`config.mk`:
```
export PLATFORM = sky130hd
export DESIGN_NAME = uart_instr_loader
export DESIGN_NICKNAME = d
export VERILOG_FILES = /design/src/rtl/uart_instr_loader.sv
export SDC_FILE = /design/constraint.sdc
export NUM_CORES = 1
export LEC_CHECK = 0
export BUFFER_PORTS_ARGS = -buffer_cell sky130_fd_sc_hd__buf_2
export CAP_MARGIN = 5
export CORE_ASPECT_RATIO = 1.4
export CORE_MARGIN = 2
export CORE_UTILIZATION = 47
export CTS_BUF_LIST = sky130_fd_sc_hd__clkbuf_8
export CTS_CLUSTER_SIZE = 40
export DETAILED_ROUTE_END_ITERATION = 10
export HOLD_SLACK_MARGIN = 0.06
export PLACE_DENSITY = 0.75
export SKIP_LAST_GASP = 1
export SYNTH_ARGS = -nofsm -noshare
export SYNTH_HDL_FRONTEND = slang
export SYNTH_SLANG_ARGS = --single-unit
```
`constraint.sdc`:
```
create_clock -name clk -period 2.3 [get_ports clk]
set_input_delay 0.69 -clock clk [delete_from_list [all_inputs] [get_ports clk]]
set_output_delay 0.69 -clock clk [all_outputs]
set_load 0.05 [all_outputs]
```
`src/rtl/uart_instr_loader.sv`:
```
// Boot loader: receives a length byte and 16-bit words over UART and writes them
// into the two 256x8 instruction SRAMs, then pulses start to release the core.
module uart_instr_loader #(
    parameter int CLKS_PER_BIT = 16
) (
    input  logic        clk,
    input  logic        reset,
    input  logic        enable,
    input  logic        rx,
    output logic        mem_sel,
    output logic        memw_en,
    output logic [7:0]  memw_en_8bit,
    output logic [7:0]  mem_addr,
    output logic [15:0] write_data,
    output logic [8:0]  word_count,
    output logic        done,
    output logic        start,
    output logic        frame_err
);
    localparam int CW = $clog2(CLKS_PER_BIT);

    typedef enum logic [1:0] {RX_IDLE, RX_START, RX_DATA, RX_STOP} rx_state_t;
    typedef enum logic [2:0] {WAIT_LEN, WAIT_LSB, WAIT_MSB, WRITE, DONE} top_state_t;

    rx_state_t  rx_state, rx_next;
    top_state_t state, state_next;

    logic          rx_s1, rx_s2, rx_q;
    logic          rx_fall, tick;
    logic [CW-1:0] cnt;
    logic [2:0]    bit_idx;
    logic [7:0]    rx_byte;
    logic          byte_valid;
    logic [8:0]    total;
    logic          done_d;
    logic          wr;

    always_ff @(posedge clk or posedge reset) begin
        if (reset) begin
            rx_s1 <= 1'b1;
            rx_s2 <= 1'b1;
            rx_q  <= 1'b1;
        end else begin
            rx_s1 <= rx;
            rx_s2 <= rx_s1;
            rx_q  <= rx_s2;
        end
    end

    // A falling edge needs rx seen high first, so after a bad stop bit the
    // receiver naturally waits for the line to return high.
    assign rx_fall = rx_q & ~rx_s2;
    assign tick    = (rx_state == RX_START) ? (cnt == CW'(CLKS_PER_BIT/2 - 1))
                                            : (cnt == CW'(CLKS_PER_BIT - 1));

    always_comb begin
        rx_next = rx_state;
        case (rx_state)
            RX_IDLE:  if (rx_fall) rx_next = RX_START;
            RX_START: if (tick) rx_next = rx_s2 ? RX_IDLE : RX_DATA;
            RX_DATA:  if (tick && bit_idx == 3'd7) rx_next = RX_STOP;
            RX_STOP:  if (tick) rx_next = RX_IDLE;
            default:  rx_next = RX_IDLE;
        endcase
        if (!enable) rx_next = RX_IDLE;
    end

    always_ff @(posedge clk or posedge reset) begin
        if (reset) begin
            rx_state   <= RX_IDLE;
            cnt        <= '0;
            bit_idx    <= '0;
            rx_byte    <= '0;
            byte_valid <= 1'b0;
            frame_err  <= 1'b0;
        end else if (!enable) begin
            rx_state   <= RX_IDLE;
            cnt        <= '0;
            bit_idx    <= '0;
            byte_valid <= 1'b0;
            frame_err  <= 1'b0;
        end else begin
            rx_state   <= rx_next;
            cnt        <= (rx_state == RX_IDLE || tick) ? '0 : cnt + 1'b1;
            byte_valid <= (rx_state == RX_STOP) && tick && rx_s2;
            if (rx_state == RX_STOP && tick && !rx_s2) frame_err <= 1'b1;
            if (rx_state == RX_DATA) begin
                if (tick) begin
                    rx_byte <= {rx_s2, rx_byte[7:1]};
                    bit_idx <= bit_idx + 3'd1;
                end
            end else begin
                bit_idx <= '0;
            end
        end
    end

    always_comb begin
        state_next = state;
        case (state)
            WAIT_LEN: if (byte_valid) state_next = WAIT_LSB;
            WAIT_LSB: if (byte_valid) state_next = WAIT_MSB;
            WAIT_MSB: if (byte_valid) state_next = WRITE;
            WRITE:    state_next = (word_count + 9'd1 == total) ? DONE : WAIT_LSB;
            DONE:     state_next = DONE;
            default:  state_next = WAIT_LEN;
        endcase
        if (!enable) state_next = WAIT_LEN;
    end

    always_ff @(posedge clk or posedge reset) begin
        if (reset) state <= WAIT_LEN;
        else       state <= state_next;
    end

    always_ff @(posedge clk or posedge reset) begin
        if (reset) begin
            total      <= '0;
            write_data <= '0;
            mem_addr   <= '0;
            word_count <= '0;
            done_d     <= 1'b0;
        end else if (!enable) begin
            total      <= '0;
            write_data <= '0;
            mem_addr   <= '0;
            word_count <= '0;
            done_d     <= 1'b0;
        end else begin
            done_d <= (state == DONE);
            case (state)
                WAIT_LEN: if (byte_valid) total <= {1'b0, rx_byte} + 9'd1;
                WAIT_LSB: if (byte_valid) write_data[7:0]  <= rx_byte;
                WAIT_MSB: if (byte_valid) write_data[15:8] <= rx_byte;
                WRITE: begin
                    mem_addr   <= mem_addr + 8'd1;
                    word_count <= word_count + 9'd1;
                end
                default: ;
            endcase
        end
    end

    // Gating with enable suppresses a write whose cycle coincides with an abort;
    // the state reset makes the strobes drop asynchronously on reset.
    assign wr           = (state == WRITE) && enable;
    assign mem_sel      = ~wr;
    assign memw_en      = ~wr;
    assign memw_en_8bit = {8{~wr}};
    assign done         = (state == DONE);
    assign start        = done && !done_d;
endmodule

```
==> results.py, run 1 <==
metrics = {
    "global_routing": {
        "antenna_found_initial": 0,
        "grt_max_degree": 43,
        "grt_pass1_vias": 2395,
        "grt.overflow.total": 0,
        "grt_usage_pct": 18.70,
        "grt_pass1_wl_mm": 11.23,
    },
    "setup_path": {
        "critPathLaunch": "state[0]",
        "r2r-start": "word_count[0]",
        "end_kind": "output pin",
        "worst-path-buf-inv": 1,
        "rrSetupSlack_ns": 0.32,
        "slowest_delay_ns": 0.48,
        "worstSetupPathType": "reg -> out",
        "crit_family": "flip-flops",
        "path_depth": 3,
        "worstPathRequired_ns": 1.61,
        "reg2reg_depth": 5,
        "crit_fanout": 9,
        "worst_setup_path_start_kind": "flip-flop",
        "cp.arrival_ns": 1.49,
        "cp-endpoint": "start",
        "cp_slowest_cell": "dfrtp_1",
        "path_cells": "nor3b_2 > nor2b_2 > buf_2",
        "r2r-end": "state[2]",
    },
    "sta": {
        "skew_ns": 0.01129,
        "relSlewSlack_pct": 57.02,
        "rsz0062_at_grt": "false",
        "fmax_ghz": 0.4579,
        "finalHoldViolCount": 0,
        "tightest_slew_ns": 0.6443,
        "setup_viol": 0,
        "fin_crit_ns": 2.184,
        "whs_ns": 0.3585,
        "fin_crit_sh_pct": 94.96,
        "final_max_slew_viol_count": 0,
    },
    "synthesis": {
        "synthCells": 312,
        "muxShareOfSynthArea_pct": 3.300,
        "synthAdderAreaFrac_pct": 2.250,
        "syn_nets": 322,
        "synth_seq_cells": 68,
        "yosys_warnings": 0,
        "synthXorXnorAreaFrac_pct": 9.186,
        "yosysSeqAreaShare_pct": 51.11,
        "synth_compound_gate_area_share_pct": 11.32,
        "syn_area_um2": 3337,
        "postSynth.asyncResetShare_pct": 100.0,
        "synthFlopType": "dfrtp_1",
        "synth_cell_types": 49,
        "synth_edf_count": 0,
        "avgSynthCellArea_um2": 10.70,
        "synth-simple-area-share_pct": 18.82,
        "synth_top_family_by_area": "simple AND/OR/NAND/NOR gates",
    },
    "floorplanning": {
        "io_pins": 50,
        "start_util_pct": 48.11,
        "rows": 36,
        "die_h_um": 103.7,
        "dieWidth_um": 75.22,
        "fp.dieArea_um2": 7800,
        "core_area_um2": 6937,
    },
    "drt": {
        "wire_per_inst_um": 14.50,
        "via_per_inst": 5.248,
        "dr.pass1.iters": 6,
        "drc": 0,
        "dr_total_vias": 2388,
        "antenna_left": 0,
        "drt-total-wl_mm": 6.597,
        "drtIter0Drc": 178,
    },
    "clock_network": {
        "clock-root-buffer": "clkbuf_8",
        "cts_buffers": 9,
        "clk-insertion-delay-late_ns": 0.34,
        "h-tree-depth": 3,
        "clockBufferDepth": 2,
        "cts_tree": "done",
        "path_clk_slew_ns": 0.08,
        "cts_setup_buffers": 0,
        "holdBufCountCts": 0,
        "clock_sinks": 68,
        "cts_resized": 0,
    },
    "layout": {
        "diodes": 0,
        "syn_to_final_growth_pct": 15.07,
        "fin_util_pct": 55.36,
        "finalNetCount": 365,
        "final_cells": 455,
        "drive_above_1_share_pct": 25.28,
    },
    "placed_design": {
        "numPortBuffers": 49,
        "gp_routability_congestion": 0.8199,
        "hpwlAfterDp_mm": 4.639,
        "dp.cells": 439,
    },
    "pwr": {
        "power.share.combinational_pct": 2.7,
        "vdd_ir_drop_max_uv": 589.6,
        "p_int_w": 0.001717,
        "power_frac_seq_pct": 54.2,
        "p_leak_nw": 1.954,
        "clockPowerShare_pct": 43.1,
        "p_per_area_nw_per_um2": 579.9,
        "swShare_pct": 22.88,
        "switching_power_w": 0.0005096,
    },
    "hold_path": {
        "hold_path_class": "reg -> reg",
    },
    "job": {
        "cap_violations": 0,
    },
    "outcome": {
        "status": "completed",
    },
}
cell usage after synthesis, types with 4 or more instances:
cell type / count / area, µm²
nor2b_1: 4 / 25.02
nand3_1: 11 / 55.05
dfrtp_1: 65 / 1627
xnor2_1: 20 / 175.2
nand4_1: 4 / 25.02
nand2_1: 41 / 153.9
a21boi_0: 14 / 105.1
ha_1: 6 / 75.07
nor2_1: 16 / 60.06
o211a_1: 7 / 70.07
and2_1: 16 / 100.1
xor2_1: 15 / 131.4
and3_1: 5 / 31.28
clkbuf_1: 12 / 45.04
mux2_2: 8 / 90.09
buf_4: 9 / 67.56
a22o_1: 8 / 70.07
final cells by class:
cell class	instances	area, µm²
multi-input cells	218	1505
fillers	653	3097
flip-flops and latches	68	1705
repair buffers	55	302.8
inverters	3	15.01
clock inverters	7	68.82
clock buffers	9	123.9
well taps	95	118.9
how the worst min path moves through the flow:
stage	end	slack [ns]	cells after the start	from
2_1_floorplan	rx_s2	0.35	0	rx_s1
3_3_place_gp	rx_s2	0.35	0	rx_s1
3_5_place_dp	rx_s2	0.35	0	rx_s1
4_1_cts	rx_s2	0.36	0	rx_s1
5_1_grt	rx_s2	0.37	0	rx_s1
6_report	rx_s2	0.36	0	rx_s1
power by group through the flow:
| stage | clock network (W) | logic (W) | registers (W) |
|---|---|---|---|
| after floorplan | 0 | 0.0000389 | 0.00123 |
| after global placement | 0 | 0.0000629 | 0.00123 |
| after detailed placement | 0 | 0.0000643 | 0.00123 |
| after CTS | 0.000983 | 0.0000648 | 0.00121 |
| after global routing | 0.00103 | 0.0000718 | 0.00121 |
| final | 0.000959 | 0.0000612 | 0.00121 |
cells in the final DEF, fill, tap and decap left out, types with 2 or more instances in the layout:
master       n
and3b_1      2
buf_4        5
and2_1      16
nand4_1      4
ha_1         6
clkinv_4     2
xor2_1      15
mux2_2       8
nand2b_1     2
nand3b_1     2
clkbuf_8     9
o211a_1      7
o21a_1       3
nand2_1     41
o21ai_0      3
dfstp_2      3
mux2i_1      2
a31oi_1      3
clkinvlp_4   2
dfrtp_1     65
and3_1       5
a22o_1       8
and3_2       2
clkinv_2     2
nor2_1      16
nor3_1       3
nor2b_1      3
nand3_1     11
xnor2_1     20
inv_1        3
buf_2       49
a21boi_0    14
sequential cells by signal, indices dropped and copies added, names as in the netlist, 2 cells and up:
signal,count
bit_idx,3
cnt,4
mem_addr,8
rx_byte,8
rx_state,2
state,3
total,9
word_count,9
write_data,16
per-layer routing:
layer  vias to the layer above  part of all wire, %  GRT usage, %  wire length, µm
li1                       1151                    -             -                -
met1                      1184                   42         23.00             2742
met2                        42                   53         31.33             3513
met3                        11                  3.2         4.572              211
met4                         0                  2.0         6.391              130
met5                         -                    0             0                0
cell families after synthesis:
| family | count (synthesis) |
|---|---|
| AND/OR/NAND/NOR | 120 |
| AO/OA/AOI/OAI | 47 |
| buffers and inverters | 26 |
| multiplexers | 10 |
| flip-flops | 68 |
| adder cells (fa/ha/maj) | 6 |
| XOR/XNOR | 35 |
through the flow:
stage               worst slack (ns)  TNS (ns)  cell area (µm²)  power, W
floorplan                    -0.2487    -2.486             3348  0.001267
global placement              0.1762         0             3647  0.001292
detailed placement            0.1345         0             3647  0.001294
CTS                          0.09192         0             3840  0.002254
global route                0.002700         0             3840  0.002311
finish                        0.1160         0             3840  0.002227
Note: power is estimated with default switching activity, not from simulation.
==> inputs of run 2 (changes only) <==
--- a/config.mk
+++ b/config.mk
@@ -5,12 +5,12 @@
 export SDC_FILE = /design/constraint.sdc
 export NUM_CORES = 1
 export LEC_CHECK = 0
+export ABC_AREA = 1
 export BUFFER_PORTS_ARGS = -buffer_cell sky130_fd_sc_hd__buf_2
 export CAP_MARGIN = 5
 export CORE_ASPECT_RATIO = 1.4
 export CORE_MARGIN = 2
 export CORE_UTILIZATION = 47
-export CTS_BUF_LIST = sky130_fd_sc_hd__clkbuf_8
 export CTS_CLUSTER_SIZE = 40
 export DETAILED_ROUTE_END_ITERATION = 10
 export HOLD_SLACK_MARGIN = 0.06
==> run 2 against run 1 <==
Net effect:
- flip-flop and latch count unchanged
- sequential power about the same
- non-clock buffer count increased by 4
- first-iteration DRC count decreased by 8.4%
- cell count increased by 22%
- via count increased by 17%
- total power increased by 5.4%
- utilization increased by 2.3 points
- synthesized area increased by 1.1%
- clock skew decreased by 0.0050 ns
- synthesized cell count increased by 29%
==> results.py, run 2 <==
metrics = {
    "clock_network": {
        "path_clk_slew_ns": 0.07,
        "h-tree-depth": 3,
        "clockBufferDepth": 2,
        "clock-root-buffer": "clkbuf_8",
        "cts_buffers": 9,
        "cts_tree": "done",
        "clk-insertion-delay-late_ns": 0.35,
        "clock_sinks": 68,
    },
    "setup_path": {
        "slowest_delay_ns": 0.25,
        "crit_family": "buffers and inverters",
        "worst-path-buf-inv": 5,
        "path_cells": "buf_8 > inv_6 > nor2_4 > inv_2 > nor2_4 > clkinvlp_4 > buf_8",
        "cp_slowest_cell": "clkinvlp_4",
        "reg2reg_depth": 12,
        "crit_fanout": 6,
        "rrSetupSlack_ns": 0.62,
        "cp.arrival_ns": 1.58,
        "r2r-start": "word_count[1]",
        "path_depth": 7,
        "worst_setup_path_start_kind": "input pin",
        "cp-endpoint": "memw_en_8bit[5]",
        "worstPathRequired_ns": 1.61,
        "end_kind": "output pin",
        "critPathLaunch": "enable",
        "worstSetupPathType": "in -> out",
        "r2r-end": "state[0]",
    },
    "global_routing": {
        "grt_busiest_layer": "met2",
        "antenna_found_initial": 0,
        "grt_use_met2_pct": 32.67,
        "grt_pass1_wl_mm": 11.84,
        "grt_util_met3_pct": 5.233,
        "grt.overflow.total": 0,
        "grt_max_degree": 31,
        "grt_pass1_vias": 2733,
        "grt_usage_pct": 19.53,
        "use_met1_pct": 23.18,
    },
    "placed_design": {
        "placed_area_um2": 3696,
        "hpwlAfterDp_mm": 5.098,
        "numPortBuffers": 49,
        "pre_cts_ws_ns": 0.06246,
        "gp_routability_congestion": 0.8684,
        "dp.cells": 535,
    },
    "synthesis": {
        "synthCells": 402,
        "avgSynthCellArea_um2": 8.394,
        "synth_edf_count": 0,
        "yosys_warnings": 0,
        "syn_nets": 412,
        "synth_seq_cells": 68,
        "synthFlopType": "dfrtp_1",
        "synth_cell_types": 33,
        "synth_area_leader_cell": "dfrtp_1",
        "synth_top_area_share_pct": 48.20,
        "syn_area_um2": 3374,
        "synthMostInstantiatedCell": "nand2_1",
        "yosysSeqAreaShare_pct": 50.54,
        "postSynth.asyncResetShare_pct": 100.0,
        "synthTopCellsByArea": "dfrtp_1 48%, nand2_1 9.3%, inv_1 6.3%, nand3_1 6.1%, o21ai_0 3.9%",
        "ys_top_cells_by_count": "84 x nand2_1, 65 x dfrtp_1, 57 x inv_1",
    },
    "drt": {
        "dr_total_vias": 2800,
        "antenna_left": 0,
        "via_per_inst": 5.036,
        "drc": 0,
        "wire_per_inst_um": 12.53,
        "drt-total-wl_mm": 6.965,
        "dr.pass1.iters": 4,
        "drtIter0Drc": 163,
    },
    "floorplanning": {
        "io_pins": 50,
        "die_h_um": 104.3,
        "start_util_pct": 48.33,
        "dieWidth_um": 75.61,
        "rows": 36,
        "fp.dieArea_um2": 7883,
        "core_area_um2": 6982,
    },
    "pwr": {
        "p_leak_nw": 1.895,
        "p_per_area_nw_per_um2": 583.2,
        "vdd_ir_drop_max_uv": 384.8,
    },
    "sta": {
        "finalHoldViolCount": 0,
        "fin_ws_ns": 0.02579,
        "fmax_ghz": 0.4397,
        "fin_crit_ns": 2.274,
        "rsz0062_at_grt": "true",
        "skew_ns": 0.006269,
        "fin_crit_sh_pct": 98.88,
        "tns_ns": 0,
        "relSlewSlack_pct": 57.33,
        "final_max_slew_viol_count": 0,
        "tightest_slew_ns": 0.6401,
        "setup_viol": 0,
    },
    "layout": {
        "syn_to_final_growth_pct": 19.21,
        "finalInstanceArea_um2": 4023,
        "final_cell_mix": "84 x nand2_1, 64 x dfrtp_1, 54 x inv_1",
        "diodes": 0,
        "final_cells": 556,
        "finalNetCount": 466,
        "top_regs": "write_data: 16 flops, total: 9 flops, word_count: 9 flops",
        "final_common_cell": "nand2_1",
        "drive_above_1_share_pct": 22.56,
        "largest_register_ffs": 16,
        "largest_register": "write_data",
    },
    "hold_path": {
        "hold_path_class": "in -> async",
    },
    "outcome": {
        "status": "completed",
    },
    "job": {
        "cap_violations": 0,
    },
}
## run 2: cell count changes after synthesis, moves of 11 or more
cell      change
nand2_1      +43
nand3_1      +30
o21ai_1      +11
a21boi_0     -14
nor2_1       +12
inv_1        +54
xnor2_1      -19
xor2_1       -13
clkbuf_1     -12
o21ai_0      +23
and2_1       -16
## run 2: repair_timing
action / in CTS / in global routing
buffers inserted: 0 / 4
endpoints found under the setup margin: 0 / 10
resized for setup: 0 / 37
hold buffers: 0 / 0
## run 2: kinds of logic (layout without fill, tap and decap cells)
group	count (synthesis)	after routing	share of synthesized area, %
compound gates	74	74	13.20
flops	68	68	50.54
buf+inv	78	137	9.974
simple gates	173	173	23.29
xor+xnor	3	3	0.7788
fa+ha+maj	6	6	2.225
## run 2: worst min-delay path by stage
stage,from,endpoint,slack [ns]
5_1_grt,rx_s1,rx_s2,0.37
4_1_cts,rx_s1,rx_s2,0.36
6_report,reset,write_data[4],0.36
3_5_place_dp,rx_s1,rx_s2,0.35
2_1_floorplan,rx_s1,rx_s2,0.35
3_3_place_gp,rx_s1,rx_s2,0.35
## run 2: stage by stage
step | utilization (%) | hold slack (ns) | power (W)
2_1_floorplan | - | 0.3452 | 0.001358
3_3_place_gp | 52.94 | 0.3457 | 0.001397
3_5_place_dp | 52.94 | 0.3468 | 0.001400
4_1_cts | 55.81 | 0.3567 | 0.002365
5_1_grt | 57.62 | 0.3659 | 0.002442
6_report | 57.62 | 0.3563 | 0.002346
## run 2: layout make-up
type,count,area [µm²]
multi-input cells,256,1340
repair inverters,1,7.507
clock buffers,16,200.2
repair buffers,59,407.9
well taps,95,118.9
fillers,637,2959
flip-flops and latches,68,1707
inverters,61,241.5
## run 2: metal layers
metal  wire, µm  share of wire, %
met3        278               4.0
met5          0                 0
met2       3681                53
met1       2879                41
met4        125               1.8
## run 2: power by group
group	switching [W]	internal [W]	total [W]
Combinational	0.000111	0.0000393	0.000150
Clock	0.000426	0.000540	0.000966
Sequential	0.0000152	0.00121	0.00123
## run 2: worst reg2reg max path, stage by stage, from the launching register on
cell     delay (ns)
dfrtp_1        0.43
ha_1           0.22
nand3_1        0.10
inv_1          0.11
nand2_1        0.06
nand2_1        0.11
nor2_1         0.05
nor2_1         0.10
nand3_1        0.08
nor2_2         0.12
nand3_1        0.09
nand2_1        0.07
inv_1          0.04
